$ cat config.mk
export PLATFORM = sky130hd
export DESIGN_NAME = membrane_key_emulator
export DESIGN_NICKNAME = d
export VERILOG_FILES = /design/src/rtl/membrane_key_emulator.sv
export SDC_FILE = /design/constraint.sdc
export NUM_CORES = 1
export LEC_CHECK = 0
export CORE_MARGIN = 4
export CORE_UTILIZATION = 50
export CTS_BUF_LIST = sky130_fd_sc_hd__clkbuf_8
export DETAILED_ROUTE_END_ITERATION = 10
export PLACE_DENSITY = 0.73
export REMOVE_ABC_BUFFERS = 1
export SYNTH_ARGS = -nofsm -noshare
export SYNTH_HDL_FRONTEND = slang
export SYNTH_SLANG_ARGS = --single-unit
$ cat constraint.sdc
create_clock -name clk -period 3.4 [get_ports clk]
set_input_delay 0.51 -clock clk [delete_from_list [all_inputs] [get_ports clk]]
set_output_delay 0.51 -clock clk [all_outputs]
set_load 0.005 [all_outputs]
$ cat src/rtl/membrane_key_emulator.sv
// ============================================================================
// membrane_key_emulator
// ----------------------------------------------------------------------------
// Keypad-side model of a 3x4 membrane matrix. A key code is accepted over a
// valid/ready handshake. The emulator watches the scanner's three row drives.
// It then returns the matching column line for HOLD_SCANS scan frames,
// followed by GAP_SCANS frames of full release.
//
// Frame boundary: falling edge of row2 (registered row2 high, live row2 low).
//
// Optional feature (compile-time macro): KEY_BOUNCE_EN
//   When defined, the first BOUNCE_SCANS frames of a press assert the column
//   only on odd-numbered frames (1st, 3rd, ...). This models contact chatter.
//
// Ports:
//   clk                 system clock (only clock)
//   rst                 asynchronous, active-high reset
//   row0, row1, row2    scanner row drives, synchronous to clk
//   in_key[3:0]         key code to press (0-9 digits, 10 hash, 11 star)
//   in_valid            in_key is valid
//   in_ready            idle; key accepted on in_valid & in_ready
//   col0..col3          column returns to the scanner (combinational)
//   busy                high from acceptance until return to idle
//   done                one-cycle pulse when the release gap completes
// ============================================================================
module membrane_key_emulator #(
   parameter int HOLD_SCANS   = 3,
   parameter int GAP_SCANS    = 2,
   parameter int BOUNCE_SCANS = 2
) (
   input  logic       clk,
   input  logic       rst,
   input  logic       row0,
   input  logic       row1,
   input  logic       row2,
   input  logic [3:0] in_key,
   input  logic       in_valid,
   output logic       in_ready,
   output logic       col0,
   output logic       col1,
   output logic       col2,
   output logic       col3,
   output logic       busy,
   output logic       done
);

   typedef enum logic [1:0] {S_IDLE, S_ARM, S_PRESS, S_GAP} state_t;

   // A frame count of zero would never terminate, so it is treated as one.
   localparam logic [7:0] HOLD_LD    = (HOLD_SCANS <= 0) ? 8'd1 : 8'(HOLD_SCANS);
   localparam logic [7:0] GAP_LD     = (GAP_SCANS  <= 0) ? 8'd1 : 8'(GAP_SCANS);
   localparam logic [7:0] BOUNCE_LEN = 8'(BOUNCE_SCANS);
`ifdef KEY_BOUNCE_EN
   localparam logic BOUNCE_ON = 1'b1;
`else
   localparam logic BOUNCE_ON = 1'b0;
`endif

   state_t     state_q, state_d;
   logic [3:0] key_q,   key_d;
   logic [7:0] cnt_q,   cnt_d;
   logic       ready_q, ready_d;
   logic       busy_q,  busy_d;
   logic       done_q,  done_d;
   logic       row2_q;

   logic       boundary;
   logic       accept;
   logic [1:0] key_row;
   logic [3:0] key_cols;
   logic       row_hit;
   logic [7:0] press_idx;
   logic       bounce_off;
   logic [3:0] col_vec;

   assign boundary = row2_q & ~row2;
   assign accept   = in_valid & ready_q & (state_q == S_IDLE);

   always_ff @(posedge clk or posedge rst) begin
      if (rst) begin
         state_q <= S_IDLE;
         key_q   <= 4'd13;
         cnt_q   <= 8'd0;
         ready_q <= 1'b0;
         busy_q  <= 1'b0;
         done_q  <= 1'b0;
         row2_q  <= 1'b0;
      end else begin
         state_q <= state_d;
         key_q   <= key_d;
         cnt_q   <= cnt_d;
         ready_q <= ready_d;
         busy_q  <= busy_d;
         done_q  <= done_d;
         row2_q  <= row2;
      end
   end

   always_comb begin
      state_d = state_q;
      key_d   = key_q;
      cnt_d   = cnt_q;
      done_d  = 1'b0;
      case (state_q)
         S_IDLE: begin
            if (accept) begin
               key_d   = in_key;
               state_d = S_ARM;
            end
         end
         S_ARM: begin
            if (boundary) begin
               cnt_d   = HOLD_LD;
               state_d = S_PRESS;
            end
         end
         S_PRESS: begin
            // The transition test uses "<= 1" so the counter can never wrap.
            if (boundary) begin
               if (cnt_q <= 8'd1) begin
                  cnt_d   = GAP_LD;
                  state_d = S_GAP;
               end else begin
                  cnt_d = cnt_q - 8'd1;
               end
            end
         end
         S_GAP: begin
            if (boundary) begin
               if (cnt_q <= 8'd1) begin
                  cnt_d   = 8'd0;
                  state_d = S_IDLE;
                  done_d  = 1'b1;
               end else begin
                  cnt_d = cnt_q - 8'd1;
               end
            end
         end
         default: state_d = S_IDLE;
      endcase
      // Ready is held low through reset and rises on the first clock after it.
      ready_d = (state_d == S_IDLE);
      busy_d  = (state_d != S_IDLE);
   end

   // Key map: row index plus a one-hot column. Codes 12-15 map to no column.
   always_comb begin
      key_row  = 2'd3;
      key_cols = 4'b0000;
      case (key_q)
         4'd1:  begin key_row = 2'd0; key_cols = 4'b0001; end
         4'd4:  begin key_row = 2'd0; key_cols = 4'b0010; end
         4'd7:  begin key_row = 2'd0; key_cols = 4'b0100; end
         4'd11: begin key_row = 2'd0; key_cols = 4'b1000; end
         4'd2:  begin key_row = 2'd1; key_cols = 4'b0001; end
         4'd5:  begin key_row = 2'd1; key_cols = 4'b0010; end
         4'd8:  begin key_row = 2'd1; key_cols = 4'b0100; end
         4'd0:  begin key_row = 2'd1; key_cols = 4'b1000; end
         4'd3:  begin key_row = 2'd2; key_cols = 4'b0001; end
         4'd6:  begin key_row = 2'd2; key_cols = 4'b0010; end
         4'd9:  begin key_row = 2'd2; key_cols = 4'b0100; end
         4'd10: begin key_row = 2'd2; key_cols = 4'b1000; end
         default: begin key_row = 2'd3; key_cols = 4'b0000; end
      endcase
   end

   // Only the key's own row matters; other rows are ignored.
   always_comb begin
      case (key_row)
         2'd0:    row_hit = row0;
         2'd1:    row_hit = row1;
         2'd2:    row_hit = row2;
         default: row_hit = 1'b0;
      endcase
   end

   // Zero-based frame index within PRESS. Odd indices are the 2nd, 4th, ...
   // frames, which are released during the chatter window.
   assign press_idx  = HOLD_LD - cnt_q;
   assign bounce_off = BOUNCE_ON & (press_idx < BOUNCE_LEN) & press_idx[0];

   // Combinational so the scanner sees the column in the same cycle as its row.
   assign col_vec = ((state_q == S_PRESS) && row_hit && !bounce_off) ? key_cols : 4'b0000;

   assign col0     = col_vec[0];
   assign col1     = col_vec[1];
   assign col2     = col_vec[2];
   assign col3     = col_vec[3];
   assign in_ready = ready_q;
   assign busy     = busy_q;
   assign done     = done_q;

endmodule

# Yosys cells after proc, flatten, opt, wreduce, memory -nomap -nowiden
# Memory sizes are Yosys's and may differ from the RTL's.
# Index checks and enable logic that the tools add are counted.
# W data, S select, Z words.
classes:
  reduce_logical: 8
  bitwise_logic: 4
  n_div: 0
  n_eq_ne: 8
  muxes: 18
  add_sub_neg: 1
  mul: 0
  n_lt_le_gt_ge: 1
  n_shift: 0
ops:
  columns: ["op", "count"]
  rows:
  - ["$mux W8", 5]
  - ["$pmux W8 S3", 1]
  - ["$mux W2", 6]
  - ["$le A8 B1 Y1 const B", 1]
  - ["$pmux W2 S4", 1]
  - ["$sub A8 B1 Y8 const B", 1]
  - ["$eq A2 B2 Y1 const B", 3]
  - ["$logic_not A2 Y1", 3]
  - ["$ne A2 B2 Y1 const B", 3]
  - ["$eq A2 B1 Y1 const B", 2]
  - ["$mux W4", 1]
  - ["$reduce_and A4 Y1", 1]
  - ["$and A1 B1 Y1", 3]
  - ["$mux W1", 3]
  - ["$pmux W1 S3", 1]
  - ["$reduce_bool A3 Y1", 1]
  - ["$reduce_and A2 Y1", 1]
  - ["$reduce_bool A2 Y1", 1]
  - ["$logic_and A1 B1 Y1", 1]
  - ["$not A1 Y1", 1]
totals:
  latchBits: 0
  mem_count: 1
  register_bits: 18
  ramBits: 0
  in_bits: 10
  romBits: 96
  word_cells: 48
memory_table:
  columns: ["memory", "depth", "width", "read_ports", "rd_ports_with_merged_regs", "write_ports", "line_no", "text"]
  rows:
  - ["(name not given)", 16, 6, 1, 0, 0, "150", "case (key_q)"]

# Logic depth before layout (Yosys ltp)
logic_depth:
  ltp_word: 5
  mapped_depth: 7
  mapped_depth_nobuf: 6

# Worst setup path after synthesis
# No wires, ideal clock.
synth_path:
  path_type: "register to output"
  from: "register key_q[0]"
  to: "output port col0"
  path_slack_ps: 1000
  path_stages_with_launch: 7
  required_time_ps: 2890
  arrival_time_ps: 1890
  path_buffers: 0
  path_cell_list: "dfstp_2 inv_1 ha_1 mux2_4 o22a_1 or3b_4 a21oi_1"
synth_via:
  elab_chain_cells: 5
  elab_cells_between_ends: 7
  cone_classes: "2 x eq/ne; 2 x mux; 2 x reduce/logical; 1 x memory"
synth_lines:
  columns: ["item", "line_no", "text"]
  rows:
  - ["start, declared", "60", "logic [3:0] key_q, key_d;"]
  - ["start signal, assigned", "90", "key_q <= key_d;"]
  - ["$mem_v2 Z16 W6 *", null, null]
  - ["$eq A2 B2 Y1, or another cell as far along", "169", "case (key_row)"]
  - ["$pmux W1 S3", "169", null]
  - ["$logic_and A1 B1 Y1", "183", "assign col_vec = ((state_q == S_PRESS) && row_hit && !bounce_off) ? key_cols : 4'b0000;"]
  - ["$mux W4 *", "183", null]
  - ["end, declared", "39", "output logic col0,"]
# Every way passes the cells marked *; elsewhere a longest branch is shown, timed or not.

# Worst setup path after layout
# Same ends and word-level chain as after synthesis.

==> insert_results.sql <==
INSERT INTO impl_metrics (metric_group, metric, value, unit) VALUES
('power', 'power_density', '889', 'nW/um2'),
('timing', 'layout_worst_path_cycle_share', '0.964', ''),
('timing', 'timing.final.max_slew_violations', '0', ''),
('timing', 'grt_setup_unrepaired', 'false', ''),
('synthesis', 'synth_seq_cells', '18', ''),
('cts', 'cts-resized-gates', '0', ''),
('floorplanning', 'start_util', '0.523', ''),
('placed_design', 'gpl.final_weighted_congestion', '0.880', ''),
('detailed_routing', 'routed_wire_length_per_instance', '14.3', 'um'),
('synthesis', 'synth_ff_type', 'sky130_fd_sc_hd__dfrtp_1', ''),
('finish', 'layout_commonest_cell', 'sky130_fd_sc_hd__clkdlybuf4s50_1', ''),
('setup_path', 'critPathKind', 'reg -> out', ''),
('floorplanning', 'floorplan.die_area', '3440', 'um2'),
('timing', 'timing.final.ws_setup', '0.124', 'ns'),
('global_route', 'globalRouteTotalUtil', '0.170', ''),
('run_status', 'outcome', 'complete, no violations', ''),
('cts', 'clock_sink_count', '18', ''),
('placed_design', 'dp_hpwl', '2020', 'um'),
('floorplanning', 'io-pin-count', '17', ''),
('cts', 'clk_transition_reported_paths', '0.06', 'ns'),
('finish', 'multi_input_area', '749', 'um2'),
('detailed_routing', 'vias', '1052', ''),
('setup_path', 'worstPathMaxFanout', '6', ''),
('power', 'maximum_vdd_drop', '0.551', 'mV'),
('synthesis', 'cell_count_after_synthesis', '134', ''),
('global_route', 'grt_antenna_before_repair', '0', ''),
('cts', 'htree_num_levels', '1', ''),
('setup_path', 'slowest_delay', '0.57', 'ns'),
('cts', 'number_of_setup_buffers_added_after_cts', '0', ''),
('setup_path', 'cp_slowest_cell', 'sky130_fd_sc_hd__dfstp_2', ''),
('power', 'total_leakage_power', '0.000657', 'uW'),
('synthesis', 'yosysWarnings', '0', ''),
('floorplanning', 'die_y', '58.7', 'um'),
('timing', 'finalSetupViolations', '0', ''),
('cts', 'clock_latency', '0.25', 'ns'),
('placed_design', 'placement.setup.worst_slack', '0.377', 'ns'),
('timing', 'totalNegativeSetupSlack', '0', 'ns'),
('setup_path', 'timing.critical_path.cells', 'inv_1 > ha_1 > mux2_4 > o22a_1 > or3b_4 > a21oi_1 > clkdlybuf4s50_1', ''),
('timing', 'max_slew.worst_pin.slew', '0.646', 'ns'),
('synthesis', 'yosysUniqueCellTypes', '48', ''),
('synthesis', 'async_reset_ff_frac', '1.00', ''),
('floorplanning', 'rows', '18', ''),
('timing', 'finalHoldViolCount', '0', ''),
('setup_path', 'worstPathRequired', '2.89', 'ns'),
('global_route', 'number_of_global_route_vias_before_repair', '1066', ''),
('synthesis', 'netlist_area', '1280', 'um2'),
('floorplanning', 'die_x', '58.7', 'um'),
('finish', 'layout.area.seq', '454', 'um2'),
('detailed_routing', 'antenna_violating_nets_post_route', '0', ''),
('cts', 'clock_tree.buffer_depth', '2', ''),
('synthesis', 'synth-seq-area-share', '0.354', ''),
('setup_path', 'critical_path.startpoint_type', 'flop', ''),
('detailed_routing', 'detailedRoute.firstPassIterationCount', '4', ''),
('placed_design', 'dpl_cell_area', '1440', 'um2'),
('timing', 'fin_hold_ws', '0.536', 'ns'),
('timing', 'relative_slew_slack', '0.569', ''),
('run', 'drv.max_cap_violation_count', '0', ''),
('finish', 'postLayoutCellArea', '1480', 'um2'),
('cts', 'cts-hold-fix-buffers', '0', ''),
('finish', 'nets', '172', ''),
('cts', 'tritoncts', 'done', ''),
('finish', 'most-common-layout-cells', 'sky130_fd_sc_hd__clkdlybuf4s50_1, sky130_fd_sc_hd__dfrtp_1, sky130_fd_sc_hd__nor2_1', ''),
('placed_design', 'port_bufs', '16', ''),
('finish', 'drive_gt1_frac', '0.141', ''),
('timing', 'finClkSkew', '0.00485', 'ns'),
('finish', 'antenna_cells', '0', ''),
('finish', 'area_growth', '15.6', '%'),
('cts', 'clk_root_buffer_cell', 'sky130_fd_sc_hd__clkbuf_8', ''),
('synthesis', 'synth_edf_count', '0', ''),
('synthesis', 'synthesis.area_per_instance', '9.58', 'um2'),
('global_route', 'grt_first_pass_wirelength', '4570', 'um');
==> state kept, by name, summed over array words and instances (netlist names) <==
register and cells:
busy 1, in_ready 1, key_q 4, row2_q 1, done 1, state_q 2
cnt_q 8
==> cells by family after synthesis <==
family          synth area share
fa+ha+maj                  0.117
mux                       0.0555
compound gates             0.198
xor+xnor                  0.0136
buf+inv                   0.0624
flops                      0.354
simple gates               0.200
==> power by group <==
part	total (uW)	internal, uW	switching (uW)
Sequential	431	317	115
Combinational	742	341	401
Clock	146	80.1	65.8
==> cell type report <==
| cell class | instances | area share |
|---|---|---|
| Inverter | 10 | 0.0253 |
| Tap cell | 30 | 0.0253 |
| Multi-Input combinational cell | 101 | 0.505 |
| Sequential cell | 18 | 0.306 |
| Timing Repair Buffer | 16 | 0.108 |
| Clock buffer | 3 | 0.0278 |
| Clock inverter | 1 | 0.00253 |
==> critical path: cells and delay by family, from the launching register on <==
kind / cells / cell delay (ns)
AOI/OAI and AO/OA: 2 / 0.36
adders and majority gates: 1 / 0.30
buffers and inverters: 2 / 0.59
DFF: 1 / 0.57
muxes: 1 / 0.28
and+or+nand+nor: 1 / 0.41
==> per-layer routing <==
| layer | global-route usage | vias up | routed length, um |
|---|---|---|---|
| met1 | 0.216 | 509 | 1190 |
| met3 | 0.0263 | 9 | 82 |
| met5 | 0 | - | 0 |
| met2 | 0.278 | 19 | 1210 |
| li1 | - | 515 | - |
| met4 | 0.0939 | 0 | 90 |
==> synth_stat cells, types with 2 or more instances <==
master,number,share of area
sky130_fd_sc_hd__dfrtp_1,15,0.29
sky130_fd_sc_hd__nor2_1,14,0.041
sky130_fd_sc_hd__ha_1,12,0.12
sky130_fd_sc_hd__inv_1,10,0.029
sky130_fd_sc_hd__a21oi_1,9,0.035
sky130_fd_sc_hd__nand2_1,7,0.020
sky130_fd_sc_hd__o21ai_0,6,0.023
sky130_fd_sc_hd__mux2_2,5,0.044
sky130_fd_sc_hd__a31oi_1,3,0.015
sky130_fd_sc_hd__buf_6,3,0.026
sky130_fd_sc_hd__dfstp_2,3,0.061
sky130_fd_sc_hd__nand3_1,3,0.012
sky130_fd_sc_hd__or3_1,3,0.015
sky130_fd_sc_hd__a21o_1,2,0.012
sky130_fd_sc_hd__and2_1,2,0.0097
sky130_fd_sc_hd__nand2b_1,2,0.0097
sky130_fd_sc_hd__o21ai_1,2,0.0078
sky130_fd_sc_hd__o2bb2ai_1,2,0.014
sky130_fd_sc_hd__xor2_1,2,0.014
==> final timing paths <==
check / start / endpoint / slack (ns) / depth (start not counted)
max: key_q[0] / col0 / 0.12 / 7
min: cnt_q[1] / cnt_q[1] / 0.54 / 2
max reg2reg: state_q[0] / cnt_q[5] / 1.28 / 6
min reg2reg: cnt_q[1] / cnt_q[1] / 0.54 / 2
max in group asynchronous: rst / cnt_q[3] / 2.34 / 2
min in group asynchronous: rst / cnt_q[0] / 0.64 / 2
==> stage by stage <==
stage,utilization,cells,power (uW)
finish,0.604,179,1320
global route,0.604,179,1450
CTS,0.604,179,1330
detailed placement,0.586,175,1170
global placement,0.586,175,1130
floorplan,-,129,979
No activity file was read; power rests on OpenSTA's default activity.
